## config.mk

```make
export PLATFORM = sky130hd
export DESIGN_NAME = psa_sched
export DESIGN_NICKNAME = d
export VERILOG_FILES = /design/src/rtl/psa_pkg.sv /design/src/rtl/psa_rr_arb.sv /design/src/rtl/psa_sched.sv
export SDC_FILE = /design/constraint.sdc
export NUM_CORES = 1
export LEC_CHECK = 0
export BUFFER_PORTS_ARGS = -buffer_cell sky130_fd_sc_hd__buf_2
export CAP_MARGIN = 10
export CORE_MARGIN = 1.5
export CORE_UTILIZATION = 35
export CTS_BUF_LIST = sky130_fd_sc_hd__clkbuf_4 sky130_fd_sc_hd__clkbuf_8
export CTS_CLUSTER_SIZE = 12
export DETAILED_ROUTE_END_ITERATION = 7
export PLACE_DENSITY = 0.63
export SYNTH_ARGS = -nofsm -noshare
export SYNTH_HDL_FRONTEND = slang
export SYNTH_SLANG_ARGS = --single-unit
```

## constraint.sdc

```tcl
create_clock -name clk -period 6.9 [get_ports clk]
set_clock_uncertainty 0.15 [all_clocks]
set_input_delay 0 -clock clk [delete_from_list [all_inputs] [get_ports clk]]
set_output_delay 0 -clock clk [all_outputs]
set_load 0.01 [all_outputs]
```

## src/rtl/psa_pkg.sv

```systemverilog
// Shared types and the partitioned nibble adder for psa_sched.
// Optional feature macro: PSA_SAT_EN (saturate overflowed nibbles instead of wrapping).
package psa_pkg;

    localparam int NIBBLES = 4;
    localparam int NIB_W   = 4;

    typedef logic [15:0] psa_word_t;
    typedef logic [3:0]  psa_ovf_t;

    localparam logic [3:0] SAT_POS = 4'h7;
    localparam logic [3:0] SAT_NEG = 4'h8;

    // Returns {ovf, sum}; each nibble is an independent signed lane with no carry between lanes.
    function automatic logic [19:0] psa_add(input psa_word_t a, input psa_word_t b);
        psa_word_t  sum;
        psa_ovf_t   ovf;
        logic [3:0] s;
        sum = 16'h0000;
        ovf = 4'h0;
        for (int k = 0; k < NIBBLES; k++) begin
            s      = a[NIB_W*k +: NIB_W] + b[NIB_W*k +: NIB_W];
            ovf[k] = (a[NIB_W*k+3] == b[NIB_W*k+3]) && (s[3] != a[NIB_W*k+3]);
`ifdef PSA_SAT_EN
            // Both operands share a sign on overflow, so that sign picks the clamp value.
            sum[NIB_W*k +: NIB_W] = ovf[k] ? (a[NIB_W*k+3] ? SAT_NEG : SAT_POS) : s;
`else
            sum[NIB_W*k +: NIB_W] = s;
`endif
        end
        return {ovf, sum};
    endfunction

endpackage

```

## src/rtl/psa_rr_arb.sv

```systemverilog
// Round-robin arbiter: grants the first set request at or after ptr_i, searching circularly.
module psa_rr_arb
    import psa_pkg::*;
#(
    parameter int NUM_REQ = 4,
    parameter int ID_W    = $clog2(NUM_REQ)
) (
    input  logic [NUM_REQ-1:0] req_i,
    input  logic [ID_W-1:0]    ptr_i,
    input  logic               en_i,
    output logic [NUM_REQ-1:0] gnt_o,
    output logic [ID_W-1:0]    gnt_idx_o
);

    // Circular priority search starting at the pointer.
    always_comb begin
        logic            found;
        logic            hit;
        logic [ID_W-1:0] idx;
        gnt_o     = '0;
        gnt_idx_o = '0;
        found     = 1'b0;
        hit       = 1'b0;
        idx       = '0;
        for (int i = 0; i < NUM_REQ; i++) begin
            idx        = ID_W'((int'(ptr_i) + i) % NUM_REQ);
            hit        = en_i && !found && req_i[idx];
            gnt_o[idx] = gnt_o[idx] | hit;
            gnt_idx_o  = hit ? idx : gnt_idx_o;
            found      = found | hit;
        end
    end

endmodule

```

## src/rtl/psa_sched.sv

```systemverilog
// Shares one partitioned nibble adder among NUM_REQ requesters with a one-slot registered output.
// Optional feature macro: PSA_SAT_EN (see psa_pkg::psa_add).
module psa_sched
    import psa_pkg::*;
#(
    parameter int NUM_REQ = 4,
    parameter int ID_W    = $clog2(NUM_REQ)
) (
    input  logic                  clk,
    input  logic                  rst,
    input  logic [NUM_REQ-1:0]    req_valid_i,
    output logic [NUM_REQ-1:0]    req_ready_o,
    input  logic [NUM_REQ*16-1:0] req_a_i,
    input  logic [NUM_REQ*16-1:0] req_b_i,
    output logic                  resp_valid_o,
    input  logic                  resp_ready_i,
    output logic [15:0]           resp_sum_o,
    output logic [3:0]            resp_ovf_o,
    output logic [ID_W-1:0]       resp_id_o
);

    typedef enum logic {
        SLOT_EMPTY = 1'b0,
        SLOT_FULL  = 1'b1
    } slot_state_e;

    slot_state_e     state_q, state_d;
    logic [ID_W-1:0] rr_ptr_q, rr_ptr_d;
    psa_word_t       sum_q, sum_d;
    psa_ovf_t        ovf_q, ovf_d;
    logic [ID_W-1:0] id_q, id_d;

    logic               accept_ok_s;
    logic               accept_s;
    logic [NUM_REQ-1:0] gnt_s;
    logic [ID_W-1:0]    gnt_idx_s;
    psa_word_t          a_sel_s;
    psa_word_t          b_sel_s;
    logic [19:0]        add_res_s;

    // Held low during reset so no requester believes it was accepted.
    assign accept_ok_s = !rst && ((state_q == SLOT_EMPTY) || resp_ready_i);

    psa_rr_arb #(
        .NUM_REQ (NUM_REQ),
        .ID_W    (ID_W)
    ) u_arb (
        .req_i     (req_valid_i),
        .ptr_i     (rr_ptr_q),
        .en_i      (accept_ok_s),
        .gnt_o     (gnt_s),
        .gnt_idx_o (gnt_idx_s)
    );

    assign req_ready_o = gnt_s;
    assign accept_s    = |gnt_s;

    // One-hot AND-OR operand mux driven by the grant vector.
    always_comb begin
        a_sel_s = 16'h0000;
        b_sel_s = 16'h0000;
        for (int i = 0; i < NUM_REQ; i++) begin
            a_sel_s = a_sel_s | (gnt_s[i] ? req_a_i[16*i +: 16] : 16'h0000);
            b_sel_s = b_sel_s | (gnt_s[i] ? req_b_i[16*i +: 16] : 16'h0000);
        end
    end

    assign add_res_s = psa_add(a_sel_s, b_sel_s);

    // Slot FSM next state, result capture and round-robin pointer update.
    always_comb begin
        state_d  = state_q;
        rr_ptr_d = rr_ptr_q;
        sum_d    = sum_q;
        ovf_d    = ovf_q;
        id_d     = id_q;
        if (accept_s) begin
            state_d  = SLOT_FULL;
            sum_d    = add_res_s[15:0];
            ovf_d    = add_res_s[19:16];
            id_d     = gnt_idx_s;
            rr_ptr_d = (gnt_idx_s == ID_W'(NUM_REQ - 1)) ? '0 : gnt_idx_s + ID_W'(1);
        end else begin
            case (state_q)
                SLOT_EMPTY: state_d = SLOT_EMPTY;
                SLOT_FULL:  state_d = resp_ready_i ? SLOT_EMPTY : SLOT_FULL;
                default:    state_d = SLOT_EMPTY;
            endcase
        end
    end

    // State and output registers.
    always_ff @(posedge clk or posedge rst) begin
        if (rst) begin
            state_q  <= SLOT_EMPTY;
            rr_ptr_q <= '0;
            sum_q    <= 16'h0000;
            ovf_q    <= 4'h0;
            id_q     <= '0;
        end else begin
            state_q  <= state_d;
            rr_ptr_q <= rr_ptr_d;
            sum_q    <= sum_d;
            ovf_q    <= ovf_d;
            id_q     <= id_d;
        end
    end

    assign resp_valid_o = (state_q == SLOT_FULL);
    assign resp_sum_o   = sum_q;
    assign resp_ovf_o   = ovf_q;
    assign resp_id_o    = id_q;

endmodule

```

* Word-level counts from Yosys, hierarchy flattened
Index checks and enable logic that the tools add are counted.
** Word-level totals
- Logic and storage cells :: 109
- Output and inout bits :: 27
- Input port bits :: 135
- Flip-flop bits (word level) :: 25
** Cells by class
- Add/sub/neg operators :: 8
- Bitwise operators :: 14
- Reductions and logical operators :: 22
- Magnitude comparators :: 8
- Mux-type cells :: 43
- Equal/unequal tests :: 9
** Operator list (count)
- $mux W16 :: 8
- $or A16 B16 Y16 :: 6
- $add A4 B4 Y4 :: 4
- $bmux W1 S2 :: 8
- $logic_and A1 B1 Y1 :: 16
- $mux W1 :: 14
- $bwmux W4 :: 3
- $lt A2 B3 Y1 const B :: 4
- $mux W2 :: 5
- $demux W1 S2 :: 4
- $ge A2 B1 Y1 const B :: 4
- $or A1 B1 Y1 :: 6
- $add A2 B1 Y2 const B :: 2
- $add A2 B2 Y2 const B :: 2
- $and A4 B4 Y4 :: 1
- $eq A1 B1 Y1 :: 4
- $logic_not A1 Y1 :: 4
- $ne A1 B1 Y1 :: 4
- $reduce_or A4 Y1 :: 1
- $eq A2 B2 Y1 const B :: 1
- $pmux W1 S2 :: 1
- $logic_or A1 B1 Y1 :: 1
- $not A1 Y1 :: 1

* Longest topological paths before layout
- Word-level depth :: 25
- Mapped depth :: 23
- Depth with buffers taken out :: 18

* Cells and area by module
Synthesis repeated with hierarchy kept, for this count alone.
** Second synthesis, totals
- Cells, all modules :: 364
- Area, all modules :: 2966.6 µm²
** Modules (own cells, without submodules)
- psa_sched :: instances 1, cells each 252, area each 2129.5 µm²
- psa_rr_arb :: instances 1, cells each 112, area each 837.1 µm²

* Worst setup path after synthesis
No wires, ideal clock.
- Path type :: register -> register
- From :: register (tool-made name)
- To :: register ovf_q[1] (netlist: resp_ovf_o[1])
- Data arrival time :: 5457 ps
- Slack :: 1211 ps
- Clock period less this slack :: 5689 ps
- Stages on the path, launching flop included :: 23
- Data required time :: 6668 ps
- Path through :: dfrtp_1 > buf_2 > clkinv_1 > ha_1 > clkbuf_1 > mux4_2 > mux2_4 > a22o_1 > a2111oi_4 > nor4b_2 > nor2_1 > a21oi_1 > or2_2 > buf_2 > buf_2 > buf_1 > a222oi_1 > nand2_1 > ha_1 > a21o_1 > a21o_1 > or3_1 > a31oi_1
** RTL lines
- to (signal assigned) :: RTL line psa_sched.sv:104 : ovf_q <= ovf_d;
- to (decl) :: RTL line psa_sched.sv:30 : psa_ovf_t ovf_q, ovf_d;

* Worst setup path in the final report
- From :: register rr_ptr_q[1]
- To :: register ovf_q[3] (netlist: resp_ovf_o[3])
** On the way
- Longest elaborated chain between the ends :: 24
- Elaborated cells between the ends (all ways) :: 78
** RTL lines
- from (decl) :: RTL line psa_sched.sv:28 : logic [ID_W-1:0] rr_ptr_q, rr_ptr_d;
- from (signal assigned) :: RTL line psa_sched.sv:102 : rr_ptr_q <= rr_ptr_d;
- $lt A2 B3 Y1 (implied by the code), or another cell as far along :: RTL line psa_rr_arb.sv:28 : gnt_o[idx] = gnt_o[idx] | hit;
- $logic_and A1 B1 Y1 (implied by the code) / $mux W1 (equally long branches) :: RTL line psa_rr_arb.sv:28, psa_rr_arb.sv:27
- $mux W1 (implied by the code) / $logic_and A1 B1 Y1 (equally long branches) :: RTL line psa_rr_arb.sv:28, psa_rr_arb.sv:27
- $demux W1 S2 / $or A1 B1 Y1 (equally long branches)
- $and A4 B4 Y4 (no source line)
- $bmux W1 S2 :: RTL line psa_rr_arb.sv:28
- $mux W1 (implied by the code) :: RTL line psa_rr_arb.sv:28
- $or A1 B1 Y1 :: RTL line psa_rr_arb.sv:28
- [6 not listed]
- $mux W1 (implied by the code) :: RTL line psa_rr_arb.sv:28
- $or A1 B1 Y1 :: RTL line psa_rr_arb.sv:28
- $bwmux W4 * :: RTL line psa_rr_arb.sv:28
- $mux W16 (on tied branches) :: RTL line psa_sched.sv:63, psa_sched.sv:64
- $or A16 B16 Y16 (on tied branches) (3 in a row) :: RTL line psa_sched.sv:63, psa_sched.sv:64
- $add A4 B4 Y4 :: RTL line psa_pkg.sv:22 : s = a[NIB_W*k +: NIB_W] + b[NIB_W*k +: NIB_W];
- $ne A1 B1 Y1 :: RTL line psa_pkg.sv:23 : ovf[k] = (a[NIB_W*k+3] == b[NIB_W*k+3]) && (s[3] != a[NIB_W*k+3]);
- $logic_and A1 B1 Y1 :: RTL line psa_pkg.sv:23
Mark *: on every way between the ends. The rest lies on a longest branch, timed or not. The select of a mux whose other input is x is not followed.
A chain may end at the register's enable or synchronous reset.

==> run_results.csv <==
group,metric,value,unit
run_status,status,"completed",
final_layout,instances_no_fill,630,
timing,hold_violations,0,
placed_design,post-dp-hpwl,8370,um
synth,ys.flop_type,"dfrtp_1",
clocking,cts_tree,"built",
power_and_ir_drop,peakVddDrop,0.000252,V
placed_design,numPortBuffers,161,
grt,antenna_found_initial,0,
timing,max_freq,0.155,GHz
route,wire_per_inst,17.3,um
route,drc_errors,0,
floorplanning,ios,162,
route,post_drt_via_cell_ratio,5.70,
timing,min_period,6.46,ns
timing,post-route-period-util,93.7,%
job,drv_cap,0,
grt,gr-total-overflow,0,
grt,grt_pass1_wl,17200,um
synth,async_reset_ff_share,100,%
power_and_ir_drop,p_leak,2.00,nW
synth,avgSynthCellArea,8.42,sq um
final_layout,syn_to_final_growth,32.2,%
final_layout,final_cell_mix,"buf_2 (161), nand2_1 (57), nor2_1 (29), a21oi_1 (29), a222oi_1 (27)",
synth,ys_ff_latch,25,
clocking,cts.path.max_buffers,2,
floorplanning,row_count,34,
final_layout,fill_cells,882,
critical_path,slowest_delay,0.64,ns
timing,tightest_slew,0.998,ns
route,ant_nets,0,
floorplanning,die_x,97.1,um
clocking,cts_inserted_buffers,3,
synth,synth_area,3100,sq um
critical_path,arrival,6.50,ns
worst_hold_path,min_path_type,"input pin to register",
final_layout,fin_nets,678,
grt,grt_use_total,22.3,%
critical_path,cp.required,6.93,ns
route,wl,10900,um
timing,rsz0062_at_grt,"false",
timing,setup_violations,0,
grt,grt_pass1_vias,3449,
synth,synth_nets,523,
timing,slew_headroom,33.4,%
synth,synth_cell_types,68,
placed_design,routabilityCongestion,0.892,
critical_path,crit_fanout,21,
synth,synth_edf_count,0,
floorplanning,core_region_area,8640,sq um
clocking,post_cts.repair.setup_buffers,0,
timing,maxSlewViolCount,0,
critical_path,critical_path.most_common_cell,"dlygate4sd3_1",
critical_path,end_kind,"register",
grt,grt_max_degree,46,
clocking,cts-htree-levels,1,
final_layout,layout-drive-gt1-share,37.7,%
floorplanning,dieArea,9420,sq um
final_layout,n_antenna_cell,0,
route,drt_iter0_drc,324,
clocking,cts-root-buf,"clkbuf_8",
route,first_pass_iters,6,
clocking,clk_latency,0.27,ns
timing,finalSetupTns,0,ns
critical_path,crit_slowest_cell,"mux4_2",
synth,synth_cells,368,
power_and_ir_drop,power_density,696,nW/um^2
synth,synth_seq_area_share,20.2,%
critical_path,rrSetupSlack,0.44,ns
critical_path,path_class,"register to register",
route,vias,3594,
floorplanning,initial_core_util,35.9,%
clocking,path_clk_slew,0.10,ns
critical_path,worstSetupStartpointType,"register",
floorplanning,die_y,97.1,um
synth,yosys_warnings,0,
final_layout,final_common_cell,"buf_2",
placed_design,place_inst,617,
clocking,cts_sinks,25,
critical_path,worstPathCellList,"inv_1, ha_1, mux4_2, mux2_4, a22o_1, a2111oi_4, nor4b_2, o22ai_4, nor2_2, a21o_1, buf_4, a221oi_2, dlygate4sd3_1, nand3_1, dlygate4sd3_1, a31oi_1",
path summary, 6_finish.rpt:
check | from | endpoint | cells past startpoint
worst max-delay path | rr_ptr_q[1]$_DFFE_PP0P_ | resp_ovf_o[3]$_DFFE_PP0P_ | 16
worst min-delay path | req_b_i[16] | resp_sum_o[0]$_DFFE_PP0P_ | 5
worst max register to register | rr_ptr_q[1]$_DFFE_PP0P_ | resp_ovf_o[3]$_DFFE_PP0P_ | 16
worst min register to register | resp_sum_o[4]$_DFFE_PP0P_ | resp_sum_o[4]$_DFFE_PP0P_ | 1
max in group asynchronous | rst | resp_sum_o[13]$_DFFE_PP0P_ | 3
min in group asynchronous | rst | resp_valid_o$_DFF_PP0_ | 3
synth_stat cells (all sizes together) (4+ instances only):
cell type / number / share of area, %
a221o: 5 / 1.6
nand3: 5 / 0.81
nor2: 30 / 3.7
a21oi: 30 / 5.0
clkbuf: 11 / 1.3
a222oi: 27 / 8.7
and2: 6 / 1.2
a21o: 11 / 2.7
inv: 17 / 2.1
xor2: 4 / 1.1
a22oi: 6 / 1.5
ha: 16 / 6.5
nor3: 10 / 1.6
mux2i: 4 / 1.3
nand2: 57 / 6.9
a211oi: 5 / 1.2
fa: 4 / 2.6
mux2: 6 / 2.3
a22o: 4 / 1.1
dfrtp: 25 / 20
a2111oi: 4 / 2.3
buf: 15 / 2.9
or3: 5 / 1.0
registers in the layout, summed over array words and instances (netlist names), named ones only:
signal	count
resp_sum_o	16
rr_ptr_q	1
resp_valid_o	1
resp_id_o	2
resp_ovf_o	4
final cells by class:
type,instances,area [sq um],area share (%)
clock buffers,3,41.3,1.01
clock inverters,1,7.51,0.183
inverters,18,67.6,1.65
multi-input cells,299,2270,55.6
flip-flops and latches,25,626,15.3
well taps,108,135,3.30
repair buffers,176,941,23.0
critical path, delay by kind of cell (launching register included):
kind / cells / cell delay [ns]
AO/OA/AOI/OAI: 6 / 2.13
adder cells (fa/ha/maj): 1 / 0.57
buffers and inverters: 4 / 1.67
flip-flops: 1 / 0.54
multiplexers: 2 / 0.98
AND/OR/NAND/NOR: 3 / 0.30
cells by family after synthesis:
| family | count (synthesis) | share of synthesized area [%] |
|---|---|---|
| XOR/XNOR | 10 | 4.16 |
| adder cells (fa/ha/maj) | 20 | 9.05 |
| multiplexers | 13 | 5.78 |
| AO/OA/AOI/OAI | 120 | 33.2 |
| flip-flops | 25 | 20.2 |
| AND/OR/NAND/NOR | 136 | 21.2 |
| buffers and inverters | 44 | 6.42 |
routing by layer:
metal	track usage (%)	share of wire, %	vias up
li1	-	-	1732
met4	5.69	1.5	0
met2	42.7	54	150
met1	26.0	39	1701
met3	2.59	6.3	11
met5	0	0	-
metrics by stage:
step | total power, mW | cell area, sq um | hold slack (ns) | setup WS, ns | utilization, %
after CTS | 2.87 | 4090 | 0.000552 | 0.358 | 47.4
after detailed placement | 2.71 | 3950 | 0.224 | 0.573 | 45.8
final | 2.85 | 4090 | 0.00247 | 0.436 | 47.4
after floorplan | 2.21 | 3100 | -0.123 | 1.21 | -
after global routing | 3.16 | 4090 | 0.0312 | 0.0998 | 47.4
after global placement | 2.66 | 3950 | 0.209 | 0.809 | 45.8
report_power, final:
group	internal [mW]	leakage (nW)	switching, mW
Combinational	1.09	1.69	1.37
Sequential	0.255	0.290	0.0451
Clock	0.0409	0.0217	0.0479
repair_timing:
action                                  4_1_cts  5_1_grt
endpoints found under the setup margin        0        2
hold endpoints to repair                     28        0
gates resized for setup                       0        2
hold buffers                                  9        0
No activity file was read; power rests on OpenSTA's default activity.
